`src/rtl/cnn_layer_accel_octo_datain_feeder_if.sv`:
```
// Stream bundle of the octo datain feeder: sequencer and pixel inputs plus the tagged output word.
// The master modport is the feeder itself; the slave modport is its surrounding environment.
interface cnn_layer_accel_octo_datain_feeder_if #(
  parameter int C_DATA_WIDTH = 16
);
  logic                    seq_in_valid;
  logic [C_DATA_WIDTH-1:0] seq_in_data;
  logic                    seq_in_rdy;
  logic                    pix_in_valid;
  logic [C_DATA_WIDTH-1:0] pix_in_data;
  logic                    pix_in_rdy;
  logic                    datain_valid;
  logic [C_DATA_WIDTH-1:0] datain;
  logic                    seq_datain_tag;
  logic                    pixel_datain_tag;
  logic                    seq_datain_rdy;
  logic                    pixel_datain_rdy;

  modport master (
    input  seq_in_valid, seq_in_data, pix_in_valid, pix_in_data,
    input  seq_datain_rdy, pixel_datain_rdy,
    output seq_in_rdy, pix_in_rdy,
    output datain_valid, datain, seq_datain_tag, pixel_datain_tag
  );

  modport slave (
    output seq_in_valid, seq_in_data, pix_in_valid, pix_in_data,
    output seq_datain_rdy, pixel_datain_rdy,
    input  seq_in_rdy, pix_in_rdy,
    input  datain_valid, datain, seq_datain_tag, pixel_datain_tag
  );
endinterface

```
`src/rtl/cnn_layer_accel_octo_datain_feeder.sv`:
```
// Octo datain feeder: per map, streams num_seq sequencer words followed by
// (numRows+1)*(numCols+1) pixels through a single tagged output register.
module cnn_layer_accel_octo_datain_feeder #(
  parameter int C_BRAM_DEPTH = 1024,
  parameter int C_DATA_WIDTH = 16,
  localparam int L = $clog2(C_BRAM_DEPTH),
  localparam int S = $clog2((C_BRAM_DEPTH / 2) * 5)
) (
  input  logic                                 clk,
  input  logic                                 rst,
  input  logic                                 start,
  input  logic [S:0]                           cfg_num_seq,
  input  logic [L-2:0]                         cfg_numRows,
  input  logic [L-2:0]                         cfg_numCols,
  cnn_layer_accel_octo_datain_feeder_if.master bus,
  output logic                                 new_map,
  output logic                                 busy,
  output logic                                 done
);

  localparam logic [S:0]   SEQ_ONE = 1;
  localparam logic [L-2:0] PIX_ONE = 1;

  typedef enum logic [2:0] {
    ST_IDLE,
    ST_NEW_MAP,
    ST_SEND_SEQ,
    ST_SEND_PIX,
    ST_DONE
  } state_t;

  state_t              state;
  logic [S:0]          num_seq;
  logic [L-2:0]        num_rows;
  logic [L-2:0]        num_cols;
  logic [S:0]          seq_sent;
  logic [S:0]          seq_acc;
  logic [L-2:0]        row;
  logic [L-2:0]        col;
  logic [L-2:0]        acc_row;
  logic [L-2:0]        acc_col;
  logic                last_loaded;
  logic                xfer;
  logic                out_free;
  logic                seq_accept;
  logic                pix_accept;
  logic [C_DATA_WIDTH-1:0] word_in;

  assign xfer = bus.datain_valid &&
                ((bus.seq_datain_tag && bus.seq_datain_rdy) ||
                 (bus.pixel_datain_tag && bus.pixel_datain_rdy));
  assign out_free = !bus.datain_valid || xfer;

  // last_loaded gates off upstream once the final word of a class sits in the output register
  assign bus.seq_in_rdy = (state == ST_SEND_SEQ) && !last_loaded && out_free;
  assign bus.pix_in_rdy = (state == ST_SEND_PIX) && !last_loaded && out_free;
  assign seq_accept     = bus.seq_in_valid && bus.seq_in_rdy;
  assign pix_accept     = bus.pix_in_valid && bus.pix_in_rdy;
  assign word_in        = seq_accept ? bus.seq_in_data : bus.pix_in_data;

  always_ff @(posedge clk or negedge rst) begin
    if (!rst) begin
      state                <= ST_IDLE;
      num_seq              <= '0;
      num_rows             <= '0;
      num_cols             <= '0;
      seq_sent             <= '0;
      seq_acc              <= '0;
      row                  <= '0;
      col                  <= '0;
      acc_row              <= '0;
      acc_col              <= '0;
      last_loaded          <= 1'b0;
      new_map              <= 1'b0;
      busy                 <= 1'b0;
      done                 <= 1'b0;
      bus.datain_valid     <= 1'b0;
      bus.datain           <= '0;
      bus.seq_datain_tag   <= 1'b0;
      bus.pixel_datain_tag <= 1'b0;
    end else begin
      new_map <= 1'b0;
      done    <= 1'b0;

      if (seq_accept || pix_accept) begin
        bus.datain_valid     <= 1'b1;
        bus.datain           <= word_in;
        bus.seq_datain_tag   <= seq_accept;
        bus.pixel_datain_tag <= pix_accept;
      end else if (xfer) begin
        bus.datain_valid     <= 1'b0;
        bus.seq_datain_tag   <= 1'b0;
        bus.pixel_datain_tag <= 1'b0;
      end

      case (state)
        ST_IDLE: begin
          if (start) begin
            num_seq     <= cfg_num_seq;
            num_rows    <= cfg_numRows;
            num_cols    <= cfg_numCols;
            seq_sent    <= '0;
            seq_acc     <= '0;
            row         <= '0;
            col         <= '0;
            acc_row     <= '0;
            acc_col     <= '0;
            last_loaded <= 1'b0;
            new_map     <= 1'b1;
            busy        <= 1'b1;
            state       <= ST_NEW_MAP;
          end
        end

        ST_NEW_MAP: begin
          state <= (num_seq == '0) ? ST_SEND_PIX : ST_SEND_SEQ;
        end

        ST_SEND_SEQ: begin
          if (seq_accept) begin
            seq_acc <= seq_acc + SEQ_ONE;
            if (seq_acc + SEQ_ONE == num_seq) last_loaded <= 1'b1;
          end
          if (xfer) begin
            seq_sent <= seq_sent + SEQ_ONE;
            if (seq_sent + SEQ_ONE == num_seq) begin
              last_loaded <= 1'b0;
              state       <= ST_SEND_PIX;
            end
          end
        end

        // Accept-side and transfer-side raster positions run separately, one word apart at most
        ST_SEND_PIX: begin
          if (pix_accept) begin
            if (acc_col == num_cols) begin
              acc_col <= '0;
              acc_row <= acc_row + PIX_ONE;
            end else begin
              acc_col <= acc_col + PIX_ONE;
            end
            if (acc_row == num_rows && acc_col == num_cols) last_loaded <= 1'b1;
          end
          if (xfer) begin
            if (col == num_cols) begin
              col <= '0;
              row <= row + PIX_ONE;
            end else begin
              col <= col + PIX_ONE;
            end
            if (row == num_rows && col == num_cols) begin
              last_loaded <= 1'b0;
              done        <= 1'b1;
              state       <= ST_DONE;
            end
          end
        end

        ST_DONE: begin
          busy  <= 1'b0;
          state <= ST_IDLE;
        end

        default: state <= ST_IDLE;
      endcase
    end
  end

endmodule

```
`src/flat_wrapper.sv`:
```
// flat-port wrapper written by rule: the top's interface ports become plain ports
module cnn_layer_accel_octo_datain_feeder_flat 
#(
  parameter int C_BRAM_DEPTH = 1024,
  parameter int C_DATA_WIDTH = 16,
  localparam int L = $clog2(C_BRAM_DEPTH),
  localparam int S = $clog2((C_BRAM_DEPTH / 2) * 5)
)
  (clk, rst, start, cfg_num_seq, cfg_numRows, cfg_numCols, new_map, busy, done, bus_seq_in_valid, bus_seq_in_data, bus_pix_in_valid, bus_pix_in_data, bus_seq_datain_rdy, bus_pixel_datain_rdy, bus_seq_in_rdy, bus_pix_in_rdy, bus_datain_valid, bus_datain, bus_seq_datain_tag, bus_pixel_datain_tag);
  cnn_layer_accel_octo_datain_feeder_if #(.C_DATA_WIDTH(C_DATA_WIDTH)) bus_i ();
  input  logic clk;
  input  logic rst;
  input  logic start;
  input  logic [S:0] cfg_num_seq;
  input  logic [L-2:0] cfg_numRows;
  input  logic [L-2:0] cfg_numCols;
  output logic new_map;
  output logic busy;
  output logic done;
  input wire logic [$bits(bus_i.seq_in_valid)-1:0] bus_seq_in_valid;
  input wire logic [$bits(bus_i.seq_in_data)-1:0] bus_seq_in_data;
  input wire logic [$bits(bus_i.pix_in_valid)-1:0] bus_pix_in_valid;
  input wire logic [$bits(bus_i.pix_in_data)-1:0] bus_pix_in_data;
  input wire logic [$bits(bus_i.seq_datain_rdy)-1:0] bus_seq_datain_rdy;
  input wire logic [$bits(bus_i.pixel_datain_rdy)-1:0] bus_pixel_datain_rdy;
  output wire logic [$bits(bus_i.seq_in_rdy)-1:0] bus_seq_in_rdy;
  output wire logic [$bits(bus_i.pix_in_rdy)-1:0] bus_pix_in_rdy;
  output wire logic [$bits(bus_i.datain_valid)-1:0] bus_datain_valid;
  output wire logic [$bits(bus_i.datain)-1:0] bus_datain;
  output wire logic [$bits(bus_i.seq_datain_tag)-1:0] bus_seq_datain_tag;
  output wire logic [$bits(bus_i.pixel_datain_tag)-1:0] bus_pixel_datain_tag;
  assign bus_i.seq_in_valid = bus_seq_in_valid;
  assign bus_i.seq_in_data = bus_seq_in_data;
  assign bus_i.pix_in_valid = bus_pix_in_valid;
  assign bus_i.pix_in_data = bus_pix_in_data;
  assign bus_i.seq_datain_rdy = bus_seq_datain_rdy;
  assign bus_i.pixel_datain_rdy = bus_pixel_datain_rdy;
  assign bus_seq_in_rdy = bus_i.seq_in_rdy;
  assign bus_pix_in_rdy = bus_i.pix_in_rdy;
  assign bus_datain_valid = bus_i.datain_valid;
  assign bus_datain = bus_i.datain;
  assign bus_seq_datain_tag = bus_i.seq_datain_tag;
  assign bus_pixel_datain_tag = bus_i.pixel_datain_tag;
  cnn_layer_accel_octo_datain_feeder #(.C_BRAM_DEPTH(C_BRAM_DEPTH), .C_DATA_WIDTH(C_DATA_WIDTH)) u_core (.clk(clk), .rst(rst), .start(start), .cfg_num_seq(cfg_num_seq), .cfg_numRows(cfg_numRows), .cfg_numCols(cfg_numCols), .bus(bus_i), .new_map(new_map), .busy(busy), .done(done));
endmodule
```
`config.mk`:
```
export PLATFORM = sky130hd
export DESIGN_NAME = cnn_layer_accel_octo_datain_feeder_flat
export DESIGN_NICKNAME = d
export VERILOG_FILES = /design/src/rtl/cnn_layer_accel_octo_datain_feeder_if.sv /design/src/rtl/cnn_layer_accel_octo_datain_feeder.sv /design/src/flat_wrapper.sv
export SDC_FILE = /design/constraint.sdc
export NUM_CORES = 1
export LEC_CHECK = 0
export BUFFER_PORTS_ARGS = -buffer_cell sky130_fd_sc_hd__buf_2
export CORE_ASPECT_RATIO = 2
export CORE_MARGIN = 2
export CORE_UTILIZATION = 54
export CTS_BUF_LIST = sky130_fd_sc_hd__clkbuf_4
export DETAILED_ROUTE_END_ITERATION = 10
export GPL_ROUTABILITY_DRIVEN = 0
export GPL_TIMING_DRIVEN = 0
export PLACE_DENSITY_LB_ADDON = 0.15
export SLEW_MARGIN = 20
export SYNTH_ARGS = -nofsm -noshare
export SYNTH_HDL_FRONTEND = slang
export SYNTH_SLANG_ARGS = --single-unit
export TNS_END_PERCENT = 10
```
`constraint.sdc`:
```
create_clock -name clk -period 2.34 [get_ports clk]
set_input_delay 0.234 -clock clk [delete_from_list [all_inputs] [get_ports clk]]
set_output_delay 0.234 -clock clk [all_outputs]
set_load 0.005 [all_outputs]
```
[Yosys cells after proc, flatten, opt, wreduce, memory -nomap -nowiden]
Index checks and enable logic that the tools add are counted.
Storage, ports and cells
  bits in registers: 119
  bits of input ports: 70
  output and inout bits: 24
  word-level logic and storage cells: 123
Cells by class
  add/sub/neg operators: 6
  equality and inequality tests: 19
  multiplexer cells: 47
  reduce and logical (&&, ||, !) cells: 33
Operators by type and width (number)
  9-bit two-way mux: 9
  9-bit one-hot mux with 2 select lines: 4
  13-bit one-hot mux with 2 select lines: 2
  13-bit two-way mux: 3
  9-bit by 1-bit adder with 9-bit output, second input constant: 4
  9-bit == test: 4
  13-bit by 1-bit adder with 13-bit output, second input constant: 2
  13-bit == test: 2
  1-bit two-way mux: 20
  16-bit two-way mux: 1
  3-bit two-way mux: 5
  13-bit logical NOT: 1
  3-bit one-hot mux with 4 select lines: 1
  3-bit AND reduction: 4
  1-bit logical AND: 11
  2-bit != test, second input constant: 5
  2-bit by 1-bit != test with 1-bit output, second input constant: 4
  4-bit AND reduction: 2
  2-bit nonzero test: 4
  3-bit by 2-bit == test with 1-bit output, second input constant: 2
  2-bit AND reduction: 3
  5-bit AND reduction: 1
  3-bit by 1-bit == test with 1-bit output, second input constant: 1
  3-bit == test, second input constant: 1
  other kinds (6): 9

[Longest topological paths before layout]
  word-level depth: 10
  mapped depth: 9
  depth with buffers taken out: 8

[Worst setup path before layout]
No wires, ideal clock.
  kind: flip-flop to flip-flop
  start point: reg u_core.seq_sent[0]
  end point: reg u_core.state[0]
  data arrival time: 2093 ps
  setup slack: 110 ps
  cell stages (with the launch flop): 10
  path buffers: 1
  cell sequence: dfrtp_1 -> ha_1 -> and4_1 -> buf_6 -> and4b_2 -> or3_2 -> a31oi_1 -> a2111oi_2 -> a21oi_1 -> a21oi_1
Between the ends
  longest elaborated chain between the ends: 4
Ends and longest elaborated chain
  start, declared: RTL line cnn_layer_accel_octo_datain_feeder.sv:36  | logic [S:0] seq_sent;
  start signal, assigned: RTL line cnn_layer_accel_octo_datain_feeder.sv:125  | seq_sent <= seq_sent + SEQ_ONE;
  13-bit by 1-bit adder with 13-bit output: RTL line cnn_layer_accel_octo_datain_feeder.sv:126  | if (seq_sent + SEQ_ONE == num_seq) begin
  13-bit == test: RTL line cnn_layer_accel_octo_datain_feeder.sv:126
  2-bit != test (no source line)
  5-bit AND reduction (no source line)
  end signal, assigned: RTL line cnn_layer_accel_octo_datain_feeder.sv:116  | state <= (num_seq == '0) ? ST_SEND_PIX : ST_SEND_SEQ;
  end, declared: RTL line cnn_layer_accel_octo_datain_feeder.sv:32  | state_t state;
No other way between the ends.
A chain may end at the register's enable or synchronous reset.

[Worst setup path in the final report]
  start point: reg u_core.seq_sent[1]
  end point: reg u_core.last_loaded
Between the ends
  longest elaborated chain between the ends: 5
Ends and longest elaborated chain
  13-bit by 1-bit adder with 13-bit output: RTL line cnn_layer_accel_octo_datain_feeder.sv:126
  13-bit == test: RTL line cnn_layer_accel_octo_datain_feeder.sv:126
  1-bit two-way mux: RTL line cnn_layer_accel_octo_datain_feeder.sv:126
  1-bit two-way mux: RTL line cnn_layer_accel_octo_datain_feeder.sv:124  | if (xfer) begin
  1-bit one-hot mux with 3 select lines: RTL line cnn_layer_accel_octo_datain_feeder.sv:96  | case (state)
  end signal, assigned: RTL line cnn_layer_accel_octo_datain_feeder.sv:108  | last_loaded <= 1'b0;
  end signal, assigned: RTL line cnn_layer_accel_octo_datain_feeder.sv:122  | if (seq_acc + SEQ_ONE == num_seq) last_loaded <= 1'b1;
  end signal, assigned: RTL line cnn_layer_accel_octo_datain_feeder.sv:127  | last_loaded <= 1'b0;
  end, declared: RTL line cnn_layer_accel_octo_datain_feeder.sv:42  | logic last_loaded;
No other way between the ends.

==> summary.txt <==
Detailed routing
  – Drt wl/cell: 17.7 µm
  – 1st-pass router iterations: 5
  – Total routed wirelength: 19.4 mm
  – DRC: 0
  – Vias/cell: 5.88
  – Antenna-violating nets left: 0
  – Initial DRC count: 422
  – Via count: 6,431

STA
  – Fmax: 0.429 GHz
  – Pins Over Slew Limit: 0
  – Slew of the pin with the lowest slew margin: 0.609 ns
  – Clock period minus worst slack: 2.33 ns
  – Final worst slack: 0.00890 ns
  – Final Setup Violations: 0
  – Fin crit share: 99.6%
  – Rel. slew slack: 59.4%
  – Final Skew: 0.0207 ns
  – Hold Fails Final Rpt: 0
  – Hold_ws: 0.0272 ns
  – RSZ-0062 raised after global routing: true

Finish
  – Area occupied by multi-input gates: 3580 µm²
  – Area Overhead vs Synth: 27.7%
  – Register Area: 2980 µm²
  – Layout cell share with drive strength beyond 1: 20.2%
  – Fin area: 8500 µm²
  – Nets@finish: 1,009
  – Fin util: 70.5%
  – # fillers: 933

Power and ir drop
  – Share of power burned in registers: 53.8%
  – Pwr dens: 450 nW/µm²
  – Clock share of power: 41.2%
  – Static Leak: 4.10 nW
  – Combinational share of power: 5.0%
  – Internal: 2.91 mW
  – Sw Pwr: 0.913 mW
  – Sw Share: 23.9%
  – VDD IR max: 0.000366 V

Run
  – Max Cap Viol: 0

Setup path
  – Crit Reg-Reg Startpoint: u_core.seq_sent[1]
  – Worst EP required: 2.76 ns
  – Crit path capture type: flip-flop
  – Setup crit start kind: flip-flop
  – Crit Path Class: flip-flop to flip-flop
  – FF-to-FF End: u_core.last_loaded
  – Data arrival time of the worst path: 2.75 ns
  – Crit Path Max Fanout: 7
  – Cells on worst reg2reg path: 9
  – R2R Setup Slk: 0.009 ns

Floorplan
  – Cell Rows: 57
  – Core Area: 12,100 µm²
  – Die footprint: 13,300 µm²
  – Io pins: 94
  – Die Span X: 82.5 µm
  – Die height: 161 µm
  – Starting Density: 55.2%

Logic synthesis
  – Ys flop type: dfrtp_1
  – Area contributors post-synth: dfrtp_1, xnor2_1, nand2_1, o21ai_0, nor2_1
  – Yosys warns: 0
  – Post-synth EDFFs: 0
  – Mapped Area: 6650 µm²
  – Area leader, netlist: dfrtp_1
  – Synth cell types: 60
  – Syn nets: 818
  – Sequential fraction of the synthesis area: 44.8%
  – Synth top cells by count: nand2_1, dfrtp_1, nor2_1, xnor2_1, o21ai_0
  – Count leader, synth: nand2_1
  – Cells after synthesis: 742
  – Seq cells post-synth: 119
  – Avg Inst Size Synth: 8.97 µm²
  – FFs w/ async S/R, synth: 100%
  – Top-area cell type share of the netlist area: 44.8%

CTS
  – TritonCTS buffer count: 17
  – H-tree level count: 4
  – Clk root buf: clkbuf_4
  – Clock transition at path regs: 0.12 ns
  – Clk buf depth: 2
  – Later-pin clock latency in the skew report: 0.54 ns
  – CTS Sinks: 119
  – CTS tree: built

Placed design
  – Port-buffer cells: 93
  – Hpwl dp: 13.5 mm
  – Post-Place Setup Slack: -0.387 ns
  – Placed inst area: 7340 µm²

Hold path
  – Hold depth: 3
  – Min-Delay Endpoint: u_core.busy
  – Hold wc startpoint: start
  – Type of the tightest min-delay check: input port to flip-flop

GRT
  – Vias in the first global route: 6,471
  – Congestion Overflow GR: 0
  – Initial antenna violation count: 1
  – First-pass GRT wire length: 30.8 mm
  – Largest net degree at the start of global routing: 64
  – GRT Resource Usage Total: 30.3%

Outcome
  – Status: finished, final reports clean
==> placed cells by master (no fill, tap or decap), types with 3 or more instances in the layout <==
cell type / instances
nand2_1: 139
dfrtp_1: 118
buf_2: 100
xnor2_1: 67
nor2_1: 65
dlygate4sd3_1: 62
o21ai_0: 51
a21oi_1: 39
nand3_1: 26
xor2_1: 23
clkbuf_4: 19
mux2i_1: 19
nand4_1: 17
buf_4: 16
nor3_1: 14
clkbuf_1: 14
inv_1: 11
o31ai_1: 11
or3_1: 11
nor4_1: 8
and3_1: 8
clkinvlp_4: 6
clkbuf_2: 5
ha_1: 5
a22o_1: 4
and2_1: 4
a31oi_1: 4
clkinv_2: 4
nor4_4: 3
o2111ai_1: 3
buf_6: 3
nor3_2: 3
bufinv_16: 3
==> registers in the layout, indices dropped and copies added (netlist names), 3 cells and up <==
register,flops
u_core.seq_sent,13
u_core.num_cols,9
u_core.state,3
u_core.row,9
u_core.acc_row,9
u_core.col,9
u_core.num_rows,9
u_core.seq_acc,13
u_core.acc_col,9
u_core.bus.datain,16
u_core.num_seq,13
==> stage by stage <==
step	instances	TNS, ns	power, mW
2_1_floorplan	742	0	2.10
3_3_place_gp	982	-55.97	2.20
3_5_place_dp	983	-10.26	2.21
4_1_cts	1083	0	3.83
5_1_grt	1094	-1.07	3.94
6_report	1094	0	3.82
==> cells by family (layout without fill, tap and decap cells) <==
group                      after synthesis  in the layout  share of synthesized area (%)
AOI/OAI and AO/OA                      134            134                           12.2
xor gates and xnor gates                90             90                           11.8
adders and majority gates                6              6                           1.13
buffers and inverters                   44            248                           3.16
DFF                                    119            119                           44.8
muxes                                   20             20                           3.03
other                                    0              1                              0
and+or+nand+nor                        329            329                           23.9
==> area by class of cell <==
cell class	instances	area share [%]
Multi-Input combinational cell	579	42.1
Sequential cell	119	35.1
Timing Repair Buffer	172	14.6
Tap cell	147	2.16
Buffer	33	2.11
Clock inverter	14	1.87
Clock buffer	18	1.59
Inverter	11	0.486
Antenna cell	1	0.0294
==> power by group through the flow <==
stage	sequential (mW)	clock, mW	combinational [mW]
CTS	2.06	1.59	0.190
global placement	2.10	0	0.101
finish	2.06	1.57	0.193
floorplan	2.10	0	0.00242
global route	2.06	1.68	0.211
detailed placement	2.10	0	0.110
==> worst max path at each step <==
stage,startpoint,slack [ns],end,cells after the start
5_1_grt,u_core.state[2],-0.12,u_core.acc_row[8],7
3_5_place_dp,u_core.state[2],-0.39,u_core.seq_acc[6],7
6_report,u_core.seq_sent[1],0.009,u_core.last_loaded,9
2_1_floorplan,u_core.seq_sent[0],0.11,u_core.state[0],9
4_1_cts,u_core.seq_sent[3],0.007,u_core.state[0],8
3_3_place_gp,rst,-0.42,u_core.num_cols[5],1
==> per-layer routing <==
metal,vias to the layer above,GRT usage (%),routed length [µm]
met3,79,5.59,928
met2,254,54.4,10600
met5,-,0,0
met1,3129,31.5,6790
met4,0,17.4,1070
li1,2969,-,-
==> critical path, stage by stage (launching register included) <==
cell and delay, ns:
dfrtp_1 0.43, ha_4 0.18, and4_1 0.20, buf_6 0.14, nand4_4 0.11, a2111oi_4 0.31
a31oi_2 0.10, a2111oi_4 0.51, buf_4 0.19, o22ai_1 0.05
==> repair_timing <==
item	in CTS	in global routing
endpoints found under the setup margin	58	53
cloned	0	0
pin swaps	4	8
hold buffers	62	0
gates resized for setup	12	20
buffers inserted	6	10
endpoints found under the hold margin	103	0
No activity file was read; power rests on OpenSTA's default activity.
